<file path="src/rtl/mem_wb_sram_stage_if.sv">
// Bundle between the MEM stage, its neighbours (EXE/MEM, register file) and the 16-bit SRAM.
interface mem_wb_sram_stage_if #(
   parameter int unsigned ADDR_W = 18
);
   logic              exe_valid;
   logic              mem_r_en;
   logic              mem_w_en;
   logic              wb_en_in;
   logic [3:0]        dest_in;
   logic [31:0]       alu_res;
   logic [31:0]       st_val;
   logic              freeze;
   logic [ADDR_W-1:0] sram_addr;
   logic [15:0]       sram_wdata;
   logic              sram_we_n;
   logic [15:0]       sram_rdata;
   logic              wb_en;
   logic [3:0]        wb_dest;
   logic [31:0]       wb_value;
   logic              mem_fault;

   modport master (
      output exe_valid, mem_r_en, mem_w_en, wb_en_in, dest_in, alu_res, st_val, sram_rdata,
      input  freeze, sram_addr, sram_wdata, sram_we_n, wb_en, wb_dest, wb_value, mem_fault
   );

   modport slave (
      input  exe_valid, mem_r_en, mem_w_en, wb_en_in, dest_in, alu_res, st_val, sram_rdata,
      output freeze, sram_addr, sram_wdata, sram_we_n, wb_en, wb_dest, wb_value, mem_fault
   );
endinterface

</file>
<file path="src/rtl/mem_wb_sram_stage.sv">
// MEM stage + MEM/WB register: LDR/STR as two halfword phases on a 16-bit SRAM with wait states.
// Optional define MEM_ADDR_CHECK_EN: range-check the SRAM word and raise a sticky mem_fault.
module mem_wb_sram_stage #(
   parameter int unsigned ADDR_W    = 18,
   parameter int unsigned BASE_ADDR = 1024,
   parameter int unsigned WAIT      = 1
) (
   input logic                clk,
   input logic                rst,
   mem_wb_sram_stage_if.slave bus
);
   localparam int unsigned WORD_W = ADDR_W - 1;
   localparam int unsigned CNT_W  = 4;

   typedef enum logic [1:0] {S_IDLE = 2'd0, S_LO = 2'd1, S_HI = 2'd2, S_DONE = 2'd3} state_t;

   state_t            state;
   state_t            state_nx;
   logic [CNT_W-1:0]  cnt;
   logic              op_load;
   logic              lat_wb_en;
   logic [3:0]        lat_dest;
   logic [WORD_W-1:0] lat_word;
   logic [31:0]       lat_st;
   logic [31:0]       data;
   logic              wb_en_q;
   logic [3:0]        wb_dest_q;
   logic [31:0]       wb_value_q;
   logic              fault_q;

   logic              access_c;
   logic              in_range_c;
   logic              start_c;
   logic              phase_last_c;
   logic [31:0]       offset_c;
   logic [WORD_W-1:0] word_c;

   assign access_c     = bus.exe_valid & (bus.mem_r_en | bus.mem_w_en);
   assign offset_c     = bus.alu_res - 32'(BASE_ADDR);
   assign word_c       = offset_c[WORD_W+1:2];
   assign phase_last_c = (cnt == CNT_W'(WAIT));

   // Byte-lane bits are ignored; word bits above the SRAM are only looked at by the range check.
   logic unused_offset;
   assign unused_offset = ^{offset_c[1:0], offset_c[31:WORD_W+2]};

`ifdef MEM_ADDR_CHECK_EN
   assign in_range_c = (offset_c[31:WORD_W+2] == '0);
`else
   assign in_range_c = 1'b1;
`endif

   assign start_c = access_c & in_range_c;

   always_ff @(posedge clk) begin
      if (rst) state <= S_IDLE;
      else     state <= state_nx;
   end

   always_comb begin
      state_nx = state;
      case (state)
         S_IDLE:  if (start_c) state_nx = S_LO;
         S_LO:    if (phase_last_c) state_nx = S_HI;
         S_HI:    if (phase_last_c) state_nx = S_DONE;
         S_DONE:  state_nx = S_IDLE;
         default: state_nx = S_IDLE;
      endcase
   end

   // SRAM strobes and the upstream stall; freeze in IDLE is the combinational access request.
   always_comb begin
      bus.freeze     = 1'b0;
      bus.sram_addr  = '0;
      bus.sram_wdata = '0;
      bus.sram_we_n  = 1'b1;
      case (state)
         S_IDLE: bus.freeze = start_c;
         S_LO: begin
            bus.freeze    = 1'b1;
            bus.sram_addr = {lat_word, 1'b0};
            if (!op_load) begin
               bus.sram_wdata = lat_st[15:0];
               bus.sram_we_n  = 1'b0;
            end
         end
         S_HI: begin
            bus.freeze    = 1'b1;
            bus.sram_addr = {lat_word, 1'b1};
            if (!op_load) begin
               bus.sram_wdata = lat_st[31:16];
               bus.sram_we_n  = 1'b0;
            end
         end
         default: ;
      endcase
   end

   // Access latch, wait-state counter and load data assembly.
   always_ff @(posedge clk) begin
      if (rst) begin
         cnt       <= '0;
         op_load   <= 1'b0;
         lat_wb_en <= 1'b0;
         lat_dest  <= '0;
         lat_word  <= '0;
         lat_st    <= '0;
         data      <= '0;
      end else begin
         case (state)
            S_IDLE: begin
               if (start_c) begin
                  op_load   <= bus.mem_r_en;
                  lat_wb_en <= bus.wb_en_in;
                  lat_dest  <= bus.dest_in;
                  lat_word  <= word_c;
                  lat_st    <= bus.st_val;
                  cnt       <= '0;
               end
            end
            S_LO: begin
               if (phase_last_c) begin
                  cnt <= '0;
                  if (op_load) data[15:0] <= bus.sram_rdata;
               end else begin
                  cnt <= cnt + CNT_W'(1);
               end
            end
            S_HI: begin
               if (phase_last_c) begin
                  cnt <= '0;
                  if (op_load) data[31:16] <= bus.sram_rdata;
               end else begin
                  cnt <= cnt + CNT_W'(1);
               end
            end
            default: ;
         endcase
      end
   end

   // MEM/WB register: bubble while frozen, load result after DONE, pass-through otherwise.
   always_ff @(posedge clk) begin
      if (rst) begin
         wb_en_q    <= 1'b0;
         wb_dest_q  <= '0;
         wb_value_q <= '0;
      end else if (bus.freeze) begin
         wb_en_q <= 1'b0;
      end else begin
         case (state)
            S_DONE: begin
               wb_en_q <= op_load & lat_wb_en;
               if (op_load) begin
                  wb_dest_q  <= lat_dest;
                  wb_value_q <= data;
               end
            end
            S_IDLE: begin
               if (access_c) begin
                  // Only reachable for a range-rejected access.
                  if (bus.mem_r_en) begin
                     wb_en_q    <= bus.wb_en_in;
                     wb_dest_q  <= bus.dest_in;
                     wb_value_q <= '0;
                  end else begin
                     wb_en_q <= 1'b0;
                  end
               end else begin
                  wb_en_q    <= bus.exe_valid & bus.wb_en_in;
                  wb_dest_q  <= bus.dest_in;
                  wb_value_q <= bus.alu_res;
               end
            end
            default: wb_en_q <= 1'b0;
         endcase
      end
   end

`ifdef MEM_ADDR_CHECK_EN
   always_ff @(posedge clk) begin
      if (rst)                                             fault_q <= 1'b0;
      else if (state == S_IDLE && access_c && !in_range_c) fault_q <= 1'b1;
   end
`else
   assign fault_q = 1'b0;
`endif

   assign bus.wb_en     = wb_en_q;
   assign bus.wb_dest   = wb_dest_q;
   assign bus.wb_value  = wb_value_q;
   assign bus.mem_fault = fault_q;
endmodule
</file>
<file path="src/flat_wrapper.sv">
// flat-port wrapper written by rule: the top's interface ports become plain ports
module mem_wb_sram_stage_flat 
#(
   parameter int unsigned ADDR_W    = 18,
   parameter int unsigned BASE_ADDR = 1024,
   parameter int unsigned WAIT      = 1
)
  (clk, rst, bus_exe_valid, bus_mem_r_en, bus_mem_w_en, bus_wb_en_in, bus_dest_in, bus_alu_res, bus_st_val, bus_sram_rdata, bus_freeze, bus_sram_addr, bus_sram_wdata, bus_sram_we_n, bus_wb_en, bus_wb_dest, bus_wb_value, bus_mem_fault);
  mem_wb_sram_stage_if #(.ADDR_W(ADDR_W)) bus_i ();
  input logic clk;
  input logic rst;
  input wire logic [$bits(bus_i.exe_valid)-1:0] bus_exe_valid;
  input wire logic [$bits(bus_i.mem_r_en)-1:0] bus_mem_r_en;
  input wire logic [$bits(bus_i.mem_w_en)-1:0] bus_mem_w_en;
  input wire logic [$bits(bus_i.wb_en_in)-1:0] bus_wb_en_in;
  input wire logic [$bits(bus_i.dest_in)-1:0] bus_dest_in;
  input wire logic [$bits(bus_i.alu_res)-1:0] bus_alu_res;
  input wire logic [$bits(bus_i.st_val)-1:0] bus_st_val;
  input wire logic [$bits(bus_i.sram_rdata)-1:0] bus_sram_rdata;
  output wire logic [$bits(bus_i.freeze)-1:0] bus_freeze;
  output wire logic [$bits(bus_i.sram_addr)-1:0] bus_sram_addr;
  output wire logic [$bits(bus_i.sram_wdata)-1:0] bus_sram_wdata;
  output wire logic [$bits(bus_i.sram_we_n)-1:0] bus_sram_we_n;
  output wire logic [$bits(bus_i.wb_en)-1:0] bus_wb_en;
  output wire logic [$bits(bus_i.wb_dest)-1:0] bus_wb_dest;
  output wire logic [$bits(bus_i.wb_value)-1:0] bus_wb_value;
  output wire logic [$bits(bus_i.mem_fault)-1:0] bus_mem_fault;
  assign bus_i.exe_valid = bus_exe_valid;
  assign bus_i.mem_r_en = bus_mem_r_en;
  assign bus_i.mem_w_en = bus_mem_w_en;
  assign bus_i.wb_en_in = bus_wb_en_in;
  assign bus_i.dest_in = bus_dest_in;
  assign bus_i.alu_res = bus_alu_res;
  assign bus_i.st_val = bus_st_val;
  assign bus_i.sram_rdata = bus_sram_rdata;
  assign bus_freeze = bus_i.freeze;
  assign bus_sram_addr = bus_i.sram_addr;
  assign bus_sram_wdata = bus_i.sram_wdata;
  assign bus_sram_we_n = bus_i.sram_we_n;
  assign bus_wb_en = bus_i.wb_en;
  assign bus_wb_dest = bus_i.wb_dest;
  assign bus_wb_value = bus_i.wb_value;
  assign bus_mem_fault = bus_i.mem_fault;
  mem_wb_sram_stage #(.ADDR_W(ADDR_W), .BASE_ADDR(BASE_ADDR), .WAIT(WAIT)) u_core (.clk(clk), .rst(rst), .bus(bus_i));
endmodule
</file>
<file path="config.mk">
export PLATFORM = sky130hd
export DESIGN_NAME = mem_wb_sram_stage_flat
export DESIGN_NICKNAME = d
export VERILOG_FILES = /design/src/rtl/mem_wb_sram_stage_if.sv /design/src/rtl/mem_wb_sram_stage.sv /design/src/flat_wrapper.sv
export SDC_FILE = /design/constraint.sdc
export NUM_CORES = 1
export LEC_CHECK = 0
export ABC_AREA = 0
export CELL_PAD_IN_SITES_DETAIL_PLACEMENT = 0
export CELL_PAD_IN_SITES_GLOBAL_PLACEMENT = 1
export CORE_AREA = 2 2 135 137
export DETAILED_ROUTE_END_ITERATION = 12
export DIE_AREA = 0 0 137 139
export GPL_TIMING_DRIVEN = 1
export PLACE_DENSITY_LB_ADDON = 0.1
export REMOVE_ABC_BUFFERS = 1
export SLEW_MARGIN = 20
export SYNTH_ARGS = -nofsm -noshare
export SYNTH_HDL_FRONTEND = slang
export SYNTH_SLANG_ARGS = --single-unit
export TNS_END_PERCENT = 1
</file>
<file path="constraint.sdc">
create_clock -name clk -period 2.1 [get_ports clk]
set_input_delay 0.42 -clock clk [delete_from_list [all_inputs] [get_ports clk]]
set_output_delay 0.42 -clock clk [all_outputs]
set_load 0.02 [all_outputs]
</file>
* After elaboration in Yosys (flattened, before gate mapping)
Index checks and enable logic that the tools add are counted.
Widths: inputs -> output; s select.
** Word-level totals
- Flip-flop bits (word level) :: 130
- Input bits :: 90
** Operators by class
- Add/subtract/negate cells :: 2
- Equal/unequal tests :: 9
- Mux-type cells :: 25
- Bitwise operators :: 5
- Reductions and logical operators :: 11
** Operators with widths (count)
- $mux 32 :: 3
- $pmux 32 s2 :: 1
- $pmux 18 s2 :: 1
- $mux 16 :: 2
- $pmux 16 s2 :: 1
- $mux 4 :: 5
- $sub 19x11->19 const B :: 1
- $pmux 4 s2 :: 2
- $reduce_and 3->1 :: 3
- $ne 2x1->1 const B :: 4
- $pmux 2 s4 :: 1
- $mux 2 :: 3
- $add 4x1->4 const B :: 1
- $eq 2x2->1 const B :: 2
- $eq 4x1->1 const B :: 1
- $mux 1 :: 4
- $pmux 1 s2 :: 2
- $reduce_and 2->1 :: 2
- $reduce_and 4->1 :: 1
- $reduce_bool 2->1 :: 2
- $reduce_or 2->1 :: 2
- $and 1x1->1 :: 3
- $ne 3x3->1 const B :: 1
- $eq 2x1->1 const B :: 1
- other kinds (3) :: 3

* Depth between registers and ports, before layout
- Word-level depth :: 5
- Depth in mapped cells :: 9
- Depth with buffers taken out :: 5

* Worst setup path after synthesis
OpenSTA, ideal clock, no wires.
- Path kind :: register to output
- From :: reg u_core.state[0]
- To :: out bus_sram_wdata[10]
- Data arrival time :: 1.783 ns
- Data required time :: 1.680 ns
- Path slack :: -0.103 ns
- Cell stages (with the launch flop) :: 7
- Buffers on the path :: 2
- Cells stage by stage :: dfxtp_1 inv_1 ha_1 nand2b_1 clkbuf_1 clkbuf_1 nor2_1
** Between the ends
- Longest elaborated chain between the ends :: 2
- Elaborated cells between the ends (all ways) :: 3
** Ends and longest elaborated chain
- from (decl) :: RTL line mem_wb_sram_stage.sv:17 : state_t state;
- from (signal assigned) :: RTL line mem_wb_sram_stage.sv:57 : else state <= state_nx;
- $eq 2x2->1 or $eq 2x1->1 (tied branches) :: RTL line mem_wb_sram_stage.sv:77 : case (state)
- $pmux 16 s2 * :: RTL line mem_wb_sram_stage.sv:77
- to (decl) :: RTL line flat_wrapper.sv:22 : output wire logic [$bits(bus_i.sram_wdata)-1:0] bus_sram_wdata;
Mark *: on every way between the ends. The rest lies on a longest branch, timed or not.

* Worst setup path in the final report
- From :: reg u_core.state[0]
- To :: out bus_sram_wdata[9]
Same word-level chain as after synthesis.

==> flow_summary.toml <==
[outcome]
status = "finished with violations"
violations = "negative setup slack"

[clock_tree]
cts_max_level = 4
cts.sinks = 130
postCtsHoldBufs = 0
root_buffer = "clkbuf_16"
insertion_delay_ps = 420
cts.clk_slew.worst_paths_ps = 60
cts_tree = "yes"
clock_path_buffers = 2
cts_made_buffers = 17

[place]
pre_cts_ws_ps = -217.3
hpwl_mm = 11.91
gp_congestion = 0.7518
portBuffers = 162

[synthesis]
synth_cells = 691
yosysSeqAreaShare_pct = 42.09
synth_flop_cell = "dfxtp_1"
yosys.area.top_type_share_pct = 42.09
async_reset_ff_share_pct = 0
synth_edf_count = 0
netlist_area_um2 = 6183
synth-seq-cells = 130
yosysTopAreaCell = "dfxtp_1"
synth_cell_types = 45
synth_most_common_cell = "dfxtp_1"
syn_area_per_cell_um2 = 8.949
synth_commonest_cells = "dfxtp_1, nand2_1, mux2i_1"
yosys_warnings = 0
yosys-top-cells-area = "dfxtp_1, mux2i_1, mux2_2, nand2_1, nand2b_1"

[setup_path]
reg2reg_depth = 7
timing_worst_setup_path_type = "flop to output port"
arrival_ps = 1740
r2r_end = "u_core.bus.wb_value[20]"
path_max_fanout = 9
crit_buf_inv = 4
critPathCaptureType = "output port"
crit_family = "buffers and inverters"
crit-reg2reg-launch = "u_core.state[1]"
crit_required_ps = 1680
crit_start = "u_core.state[0]"
critPathMaxStageDelay_ps = 350
cp_common_cell = "buf_4"
crit_chain = "inv_4 > ha_4 > buf_4 > nand2b_4 > buf_12 > nor2_1 > buf_4"
reg2reg_slack_ps = 160
worstSetupStartpointType = "flop"
slowest_stage = "dfxtp_2"

[timing]
worst_pin_slew_ps = 521.6
timing.final.crit_share_pct = 102.8
fin_crit_ps = 2159
maxSlewViolCount = 0
slew_headroom_pct = 65.23
tns_ps = -1190
rsz0062_at_grt = "true"
fmax_mhz = 463.2
setup_viol = 33
finalHoldViolations = 0
fin_skew_ps = 7.510
fin_ws_ps = -58.82

[finish]
final_util_pct = 52.56
final_nets = 964
drive_gt1_share_pct = 23.83
fill_cells = 1620
diodes = 0
syn2layout_area_growth_pct = 50.08

[power]
vdd_drop_max_mv = 0.6208
p_total_mw = 10.93
power_density_nw_per_um2 = 1177
power_leakage_nw = 3.728

[global_route]
grt_pass1_wl_mm = 28.09
grt_max_degree = 57
grt_overflow = 0
antenna_found_initial = 0
grt_util_all_layers_pct = 18.86
grt_pass1_vias = 5393

[floorplan]
core_area_um2 = 17660
rows = 49
dieWidth_um = 137
die_h_um = 139
ioPinCount = 164
initial_core_util_pct = 35.02
die_area_um2 = 19040

[job]
cap_violations = 0

[drt]
num_vias = 5360
drc = 0
viasPerCell = 4.846
ant_nets = 0
drt_pass1_iterations = 4
drt-total-wl_mm = 17.81
drt_iter0_markers = 207
wire_per_inst_um = 16.11

[min_path]
min_delay_path_depth = 2
min_path_type = "flop to flop"
whs_endpoint = "u_core.lat_word[5]"
hold_start = "u_core.lat_word[5]"
[cells by family after synthesis]
logic type,after synthesis,share of synthesized area (%)
AND/OR/NAND/NOR,284,23.37
flip-flops,130,42.09
multiplexers,106,17.89
AO/OA/AOI/OAI,94,9.794
buffers and inverters,64,4.492
adder cells (fa/ha/maj),10,2.023
XOR/XNOR,2,0.2833
other,1,0.06065
[stage by stage]
step,hold WS [ps],std cells,cell area (um^2)
3_5_place_dp,443.7,1071,8351
3_3_place_gp,439.1,1071,8351
2_1_floorplan,425.7,634,5932
6_report,456.7,1106,9280
5_1_grt,474.7,1106,9280
4_1_cts,455.3,1106,9173
[layer usage]
layer | wire (um) | up-vias | global-route usage (%)
met2 | 8057 | 136 | 29.77
met3 | 1000 | 25 | 4.313
met1 | 8463 | 2485 | 25.23
li1 | - | 2714 | -
met5 | 0 | - | 0
met4 | 292 | 0 | 6.457
[cell usage in the layout, fill, tap and decap left out, types with 4 or more instances in the layout]
| cell | synthesis | final |
|---|---|---|
| a22oi_1 | 16 | 6 |
| clkbuf_16 | 0 | 17 |
| nor3_1 | 33 | 33 |
| nand2b_1 | 54 | 53 |
| nor2_4 | 0 | 9 |
| clkdlybuf4s50_1 | 0 | 125 |
| nor2b_1 | 36 | 36 |
| buf_6 | 1 | 33 |
| nor2_2 | 0 | 6 |
| mux2i_1 | 70 | 70 |
| nand2_1 | 93 | 93 |
| buf_4 | 5 | 39 |
| buf_12 | 0 | 11 |
| mux2_2 | 36 | 36 |
| dfxtp_1 | 130 | 128 |
| and2_4 | 0 | 16 |
| a2111o_1 | 4 | 4 |
| a211oi_1 | 6 | 6 |
| o21ai_0 | 4 | 4 |
| ha_1 | 10 | 7 |
| a22oi_2 | 0 | 10 |
| nand3_1 | 7 | 7 |
| nor2_1 | 30 | 15 |
| inv_1 | 7 | 4 |
| a21oi_1 | 49 | 48 |
[area by class of cell]
| class | instances | area (um^2) | share of cell area [%] |
|---|---|---|---|
| repair buffers | 211 | 2187 | 23.57 |
| clock inverters | 11 | 150.1 | 1.618 |
| well taps | 229 | 286.5 | 3.088 |
| clock buffers | 21 | 470.5 | 5.069 |
| flip-flops and latches | 130 | 2605 | 28.07 |
| inverters | 7 | 28.78 | 0.3101 |
| multi-input cells | 497 | 3552 | 38.28 |
[timing repair]
| action | 4_1_cts | 5_1_grt |
|---|---|---|
| resized for setup | 249 | 27 |
| endpoints found under the setup margin | 36 | 35 |
| pin swaps | 14 | 2 |
| cloned | 2 | 0 |
| buffers inserted | 1 | 0 |
[worst min-delay path: stages (launching register included)]
cell     delay (ps)
dfxtp_1         310
nand2_1          50
a21oi_1          50
[how the worst max path moves through the flow]
stage / cells after the start / slack (ps) / endpoint
floorplan: 5 / -2930 / u_core.bus.wb_dest[0]
global route: 7 / -120 / bus_sram_wdata[7]
global placement: 7 / -160 / bus_sram_addr[16]
CTS: 7 / -80 / bus_sram_addr[17]
detailed placement: 6 / -220 / u_core.lat_word[14]
finish: 7 / -60 / bus_sram_wdata[9]
[sequential cells by signal, summed over array words and instances (netlist names), 2 cells and up]
name and count:
u_core.lat_dest 4, u_core.cnt 4, u_core.data 32, u_core.lat_st 32, u_core.lat_word 17, u_core.bus.wb_value 32
u_core.bus.wb_dest 4, u_core.state 2
[where the power goes]
| part | switching (mW) | total [mW] | internal [mW] |
|---|---|---|---|
| Combinational | 2.44 | 4.69 | 2.26 |
| Sequential | 0.231 | 3.12 | 2.89 |
| Clock | 1.14 | 3.11 | 1.97 |
| Total | 3.81 | 10.9 | 7.12 |
Power figures use the tool's default switching activity.
